==> config.mk <==
export PLATFORM = sky130hd
export DESIGN_NAME = stream_pipe_chain
export DESIGN_NICKNAME = d
export VERILOG_FILES = /design/src/rtl/stream_pipe_chain.sv
export SDC_FILE = /design/constraint.sdc
export NUM_CORES = 1
export LEC_CHECK = 0
export ABC_AREA = 1
export CORE_MARGIN = 2
export CORE_UTILIZATION = 28
export DETAILED_ROUTE_END_ITERATION = 6
export SLEW_MARGIN = 15
export SYNTH_ARGS = -nofsm -noshare
export SYNTH_HDL_FRONTEND = slang
export SYNTH_SLANG_ARGS = --single-unit
export TNS_END_PERCENT = 1
==> constraint.sdc <==
create_clock -name clk -period 1.25 [get_ports clk]
set_input_delay 0.125 -clock clk [delete_from_list [all_inputs] [get_ports clk]]
set_output_delay 0.125 -clock clk [all_outputs]
set_load 0.02 [all_outputs]
==> src/rtl/stream_pipe_chain.sv <==
// Elastic valid/ready register pipeline with a per-word sequence tag, synchronous
// flush and a live occupancy count; bubbles collapse under downstream backpressure.
module stream_pipe_chain #(
    parameter int DATA_W = 8,
    parameter int STAGES = 2,
    parameter int SEQ_W  = 4,
    localparam int OCC_W = $clog2(STAGES + 1)
) (
    input  logic              clk,
    input  logic              rst_n,
    input  logic              flush,
    input  logic [DATA_W-1:0] data_in,
    input  logic              valid_in,
    output logic              ready_out,
    output logic [DATA_W-1:0] data_out,
    output logic [SEQ_W-1:0]  seq_out,
    output logic              valid_out,
    input  logic              ready_in,
    output logic [OCC_W-1:0]  occupancy
);

    logic [STAGES-1:0] w_v;
    logic [STAGES-1:0] w_rdy;
    logic [DATA_W-1:0] w_d [STAGES];
    logic [SEQ_W-1:0]  w_t [STAGES];
    logic              w_accept;
    logic [SEQ_W-1:0]  r_seq;

    assign ready_out = w_rdy[0] & ~flush;
    assign w_accept  = valid_in & ready_out;

    for (genvar g = 0; g < STAGES; g++) begin : gStage
        logic              r_vld;
        logic [DATA_W-1:0] r_dat;
        logic [SEQ_W-1:0]  r_tag;
        logic              w_srcV;
        logic [DATA_W-1:0] w_srcD;
        logic [SEQ_W-1:0]  w_srcT;

        // A stage may load whenever it or any stage downstream of it has room.
        assign w_rdy[g] = ready_in | ~(&w_v[STAGES-1:g]);

        if (g == 0) begin : gSrcIn
            assign w_srcV = w_accept;
            assign w_srcD = data_in;
            assign w_srcT = r_seq;
        end else begin : gSrcPrev
            assign w_srcV = w_v[g-1];
            assign w_srcD = w_d[g-1];
            assign w_srcT = w_t[g-1];
        end

        always_ff @(posedge clk or negedge rst_n) begin
            if (!rst_n) begin
                r_vld <= 1'b0;
                r_dat <= '0;
                r_tag <= '0;
            end else if (flush) begin
                r_vld <= 1'b0;
            end else if (w_rdy[g]) begin
                r_vld <= w_srcV;
                r_dat <= w_srcD;
                r_tag <= w_srcT;
            end
        end

        assign w_v[g] = r_vld;
        assign w_d[g] = r_dat;
        assign w_t[g] = r_tag;
    end

    // The tag counter survives flush so tags stay unique across a flush.
    always_ff @(posedge clk or negedge rst_n) begin
        if (!rst_n) begin
            r_seq <= '0;
        end else if (w_accept) begin
            r_seq <= r_seq + 1'b1;
        end
    end

    assign valid_out = w_v[STAGES-1];
    assign data_out  = w_d[STAGES-1];
    assign seq_out   = w_t[STAGES-1];
    assign occupancy = OCC_W'($countones(w_v));

endmodule

### Word-level counts from Yosys, hierarchy flattened

Cells that the tools add are included.

| word-level totals | value |
|---|---|
| flip-flop bits (word level) | 30 |
| input bits | 13 |
| output and inout bits | 16 |
| logic and storage cells | 25 |

| operators by class | value |
|---|---|
| $add $sub $neg | 2 |
| muxes and demuxes | 4 |
| bitwise logic cells | 7 |
| reduce and logical (&&, ||, !) cells | 5 |

Operator list:

| cell | number |
|---|---|
| $reduce_and 2->1 | 3 |
| $add 4x1->4 const B | 1 |
| $mux 1 | 4 |
| $reduce_bool 2->1 | 2 |
| $not 1->1 | 3 |
| $add 1x1->2 | 1 |
| $and 1x1->1 | 2 |
| $or 1x1->1 | 2 |

### Depth between registers and ports, before layout

| logic depth | value |
|---|---|
| word-level depth | 7 |
| gate-level depth with buffers | 7 |
| depth with buffers taken out | 6 |

### Worst setup path after synthesis

Ideal clock, no wire load.

| timing | value |
|---|---|
| path kind | reg-to-reg |
| start | register gStage[1].r_vld, in the netlist valid_out |
| end | register gStage[0].r_tag[2] |
| library setup time | 0.117 ns |
| data arrival time | 1.337 ns |
| required time | 1.133 ns |
| slack | -0.203 ns |
| stages on the path, launching flop included | 8 |
| buffers on the path | 1 |
| period minus slack after synthesis | 1.453 ns |
| path through | dfrtp_1 > ha_1 > nand2_2 > nand2_8 > inv_6 > buf_8 > nand2_1 > nand2_1 |

| on the way | value |
|---|---|
| cells in the longest elaborated chain, start to end | 4 |

Ends and longest elaborated chain:

| what | line | source |
|---|---|---|
| start: declaration | 33 | `logic r_vld;` |
| start signal: assignment | 61 | `r_vld <= w_srcV;` |
| $reduce_and 2->1 | 41 | `assign w_rdy[g] = ready_in \| ~(&w_v[STAGES-1:g]);` |
| $not 1->1 | 41 |  |
| $or 1x1->1 | 41 |  |
| $reduce_and 2->1 (no line) | -- |  |
| end signal: assignment | 63 | `r_tag <= w_srcT;` |
| end: declaration | 35 | `logic [SEQ_W-1:0] r_tag;` |

No other way between the ends.
A chain may end at the register's enable or synchronous reset.

### Final worst setup path

| timing | value |
|---|---|
| start | register gStage[1].r_vld, in the netlist valid_out |
| end | output ready_out |

| on the way | value |
|---|---|
| cells in the longest elaborated chain, start to end | 4 |

Ends and longest elaborated chain:

| what | line | source |
|---|---|---|
| $reduce_and 2->1 | 41 |  |
| $not 1->1 | 41 |  |
| $or 1x1->1 | 41 |  |
| $and 1x1->1 | 29 | `assign ready_out = w_rdy[0] & ~flush;` |
| end: declaration | 14 | `output logic ready_out,` |

No other way between the ends.

==> results.ini <==
[synth]
synth_edf_count = 0
synth-xor-area-share = 0.007000
synthArstFlopShare = 1.000
ys_warn_count = 0
syn_area_mm2 = 0.001251
synthSimpleGateAreaFrac = 0.2320
synth_cells = 128
synth.ff_latch_count = 30
ys_seq_area_frac = 0.6000
synth_top_family_by_area = simple AND/OR/NAND/NOR gates
synthMuxAreaShare = 0
synth-main-ff-cell = dfrtp_1
synth_compound_area_frac = 0.07800
syn-num-nets = 143
synth.distinct_cells = 21
synth-adder-area-share = 0.02000
postSynthAreaPerCell_um2 = 9.775

[cts]
cts_tree = built
cts_buffers = 5
ctsHoldBuffers = 0
cts_buffer_depth = 2
clock_latency_ns = 0.28
clkSinkCount = 30
htreeDepth = 2
cts_root_buffer = clkbuf_8
clk_pin_slew_worst_paths_ns = 0.06

[worst_setup_path]
path_delay_family = flip-flops
critPathRequiredTime_ns = 1.12
startpoint_type = flip-flop
critPathKind = reg2out
crit_fanout = 2
worst-path-buf-inv = 2
cp_slowest_stage_delay_ns = 0.42
path_cells = ha_4 > nand2_4 > nand2_8 > clkinv_4 > buf_6
critPathSlowestCell = dfrtp_2
cp-end-kind = output port
cp.arrival_ns = 1.15

[timing]
maxClockFrequency_mhz = 781.6
skew_ns = 0.007357
period_needed_ns = 1.279
rsz0062_at_grt = true
finalMaxSlewViolations = 0
setup_viol = 1
max_slew_margin = 0.8446
period_share = 1.023
setup_ws_ns = -0.02936
tightest_slew_ns = 0.2311
final_hold_viol_count = 0
holdWs_ns = 0.1940

[grt]
grt_antenna_before_repair = 0
gr-usage-met3 = 0.04843
grt_usage = 0.1138
grtUsageMet2 = 0.1828
grt_pass1_wl_um = 4402
grt.busiest_layer = met2
grt_pass1_vias = 978
grt_max_degree = 31
gr-total-overflow = 0
grt.met1_usage = 0.1383

[final_layout]
antenna_cells = 0
drive_above_1_share = 0.1953
fillers = 456
mostFrequentLayoutCells = 51 x nand2_1, 29 x dfrtp_1, 12 x clkdlybuf4s50_1, 12 x dlygate4sd2_1, 10 x inv_1
final_common_cell = nand2_1
syn2layout_area_growth_pct = 37.80
fin_cells = 221
ff_latch_area_um2 = 752.0
multi_input_area_um2 = 449.2
utilization = 0.3987
finalNetCount = 184

[route]
wire_per_inst_um = 11.29
wl_um = 2496
vias_per_cell = 4.385
drtIter0Drc = 19
vias = 969
drtPass1Iterations = 4
drcViolationCount = 0
detail-route-antenna-nets = 0

[pwr]
switchingPower_w = 0.0008497
power_frac_seq = 0.492
sw_frac_of_total = 0.3177
p_total_w = 0.002674
comb_power_share = 0.240
power.density_mw_per_mm2 = 1551
irDropWorstVdd_mv = 0.7606
internal_power_w = 0.001825
leakage_nw = 0.8869
power.share.clock = 0.268

[run_status]
outcome = finished, violations left
violations = setup timing

[flow_run]
maxCapViolCount = 0

[floorplan]
initial_core_util = 0.2894
io_pins = 29
rows = 24
die_h_um = 70.85
core_mm2 = 0.004324
dieWidth_um = 70.85
dieArea_mm2 = 0.005019

[placed_design]
finalWeightedCongestion = 0.7197
dp.cells = 214
hpwl_um = 1819
portBuffers = 28

[min_path]
worstHoldPathType = in2async

power by group through the flow:
| stage | Clock [W] | Sequential, W | Combinational (W) |
|---|---|---|---|
| after detailed placement | 0 | 0.00133 | 0.000708 |
| final | 0.000717 | 0.00132 | 0.000642 |
| after global placement | 0 | 0.00132 | 0.000688 |
| after floorplan | 0 | 0.00140 | 0.000306 |
| after global routing | 0.000794 | 0.00134 | 0.000724 |
| after CTS | 0.000745 | 0.00131 | 0.000650 |
state kept, by name, indices dropped and copies added, names as in the netlist:
name	count
data_out	8
gStage.r_dat	8
gStage.r_tag	4
gStage.r_vld	1
gStage.w_srcT	4
seq_out	4
valid_out	1
synth_stat cells (2+ instances only):
cell type	n	area (um^2)
nand2_1	51	191.4
dfrtp_1	30	750.7
inv_1	10	37.54
nand3_1	7	35.03
o21ai_1	5	25.02
o21ai_0	4	20.02
o21ai_2	4	35.03
a21oi_1	2	10.01
ha_1	2	25.02
nand2_2	2	12.51
cells by family after synthesis:
family,after synthesis
AOI/OAI and AO/OA,16
buffers and inverters,14
adders and majority gates,2
and+or+nand+nor,65
DFF,30
xor gates and xnor gates,1
worst register-to-register path, delay by kind of cell, from the launching register on:
family	cells	cell delay (ns)
flip-flops	1	0.42
adder cells (fa/ha/maj)	1	0.17
AO/OA/AOI/OAI	1	0.11
buffers and inverters	2	0.25
AND/OR/NAND/NOR	2	0.14
cell type report:
class | count | area share
Sequential cell | 30 | 0.4361
Multi-Input combinational cell | 84 | 0.2605
Timing Repair Buffer | 36 | 0.1894
Clock buffer | 5 | 0.03991
Tap cell | 52 | 0.03774
Inverter | 12 | 0.03048
Clock inverter | 2 | 0.005806
timing repair:
item | CTS | global route
hold endpoints to repair | 0 | 0
resized for setup | 28 | 5
pin swaps | 2 | 2
buffers inserted | 0 | 0
setup endpoints to repair | 16 | 13
final timing paths:
check / start / to / slack (ns) / depth (start not counted)
worst min register to register: data_out[2]$_DFFE_PN0P_ / data_out[2]$_DFFE_PN0P_ / 0.47 / 2
worst min-delay path: rst_n / gStage[0].r_dat[5]$_DFFE_PN0P_ / 0.19 / 2
max in group asynchronous: rst_n / valid_out$_DFFE_PN0P_ / 0.86 / 2
worst max-delay path: valid_out$_DFFE_PN0P_ / ready_out / -0.03 / 5
min in group clk: data_in[5] / gStage[0].r_dat[5]$_DFFE_PN0P_ / 0.38 / 3
worst max register to register: valid_out$_DFFE_PN0P_ / gStage[0].r_dat[6]$_DFFE_PN0P_ / 0.04 / 6
stage by stage:
step	setup slack [ns]	setup TNS, ns	instance area [um^2]
after floorplan	0.02667	0	1270
after global placement	-0.3114	-1.884	1662
after detailed placement	-0.3201	-2.311	1662
after CTS	-0.05131	-0.05131	1717
after global routing	-0.07447	-0.1045	1724
final	-0.02936	-0.02936	1724
layer usage:
metal  vias to the layer above  wire length [um]  part of all wire
li1                        481                 -                 -
met1                       459              1154              0.46
met2                        26              1159              0.46
met3                         3               147             0.059
met4                         0                36             0.014
met5                         -                 0                 0
Power figures use the tool's default switching activity.
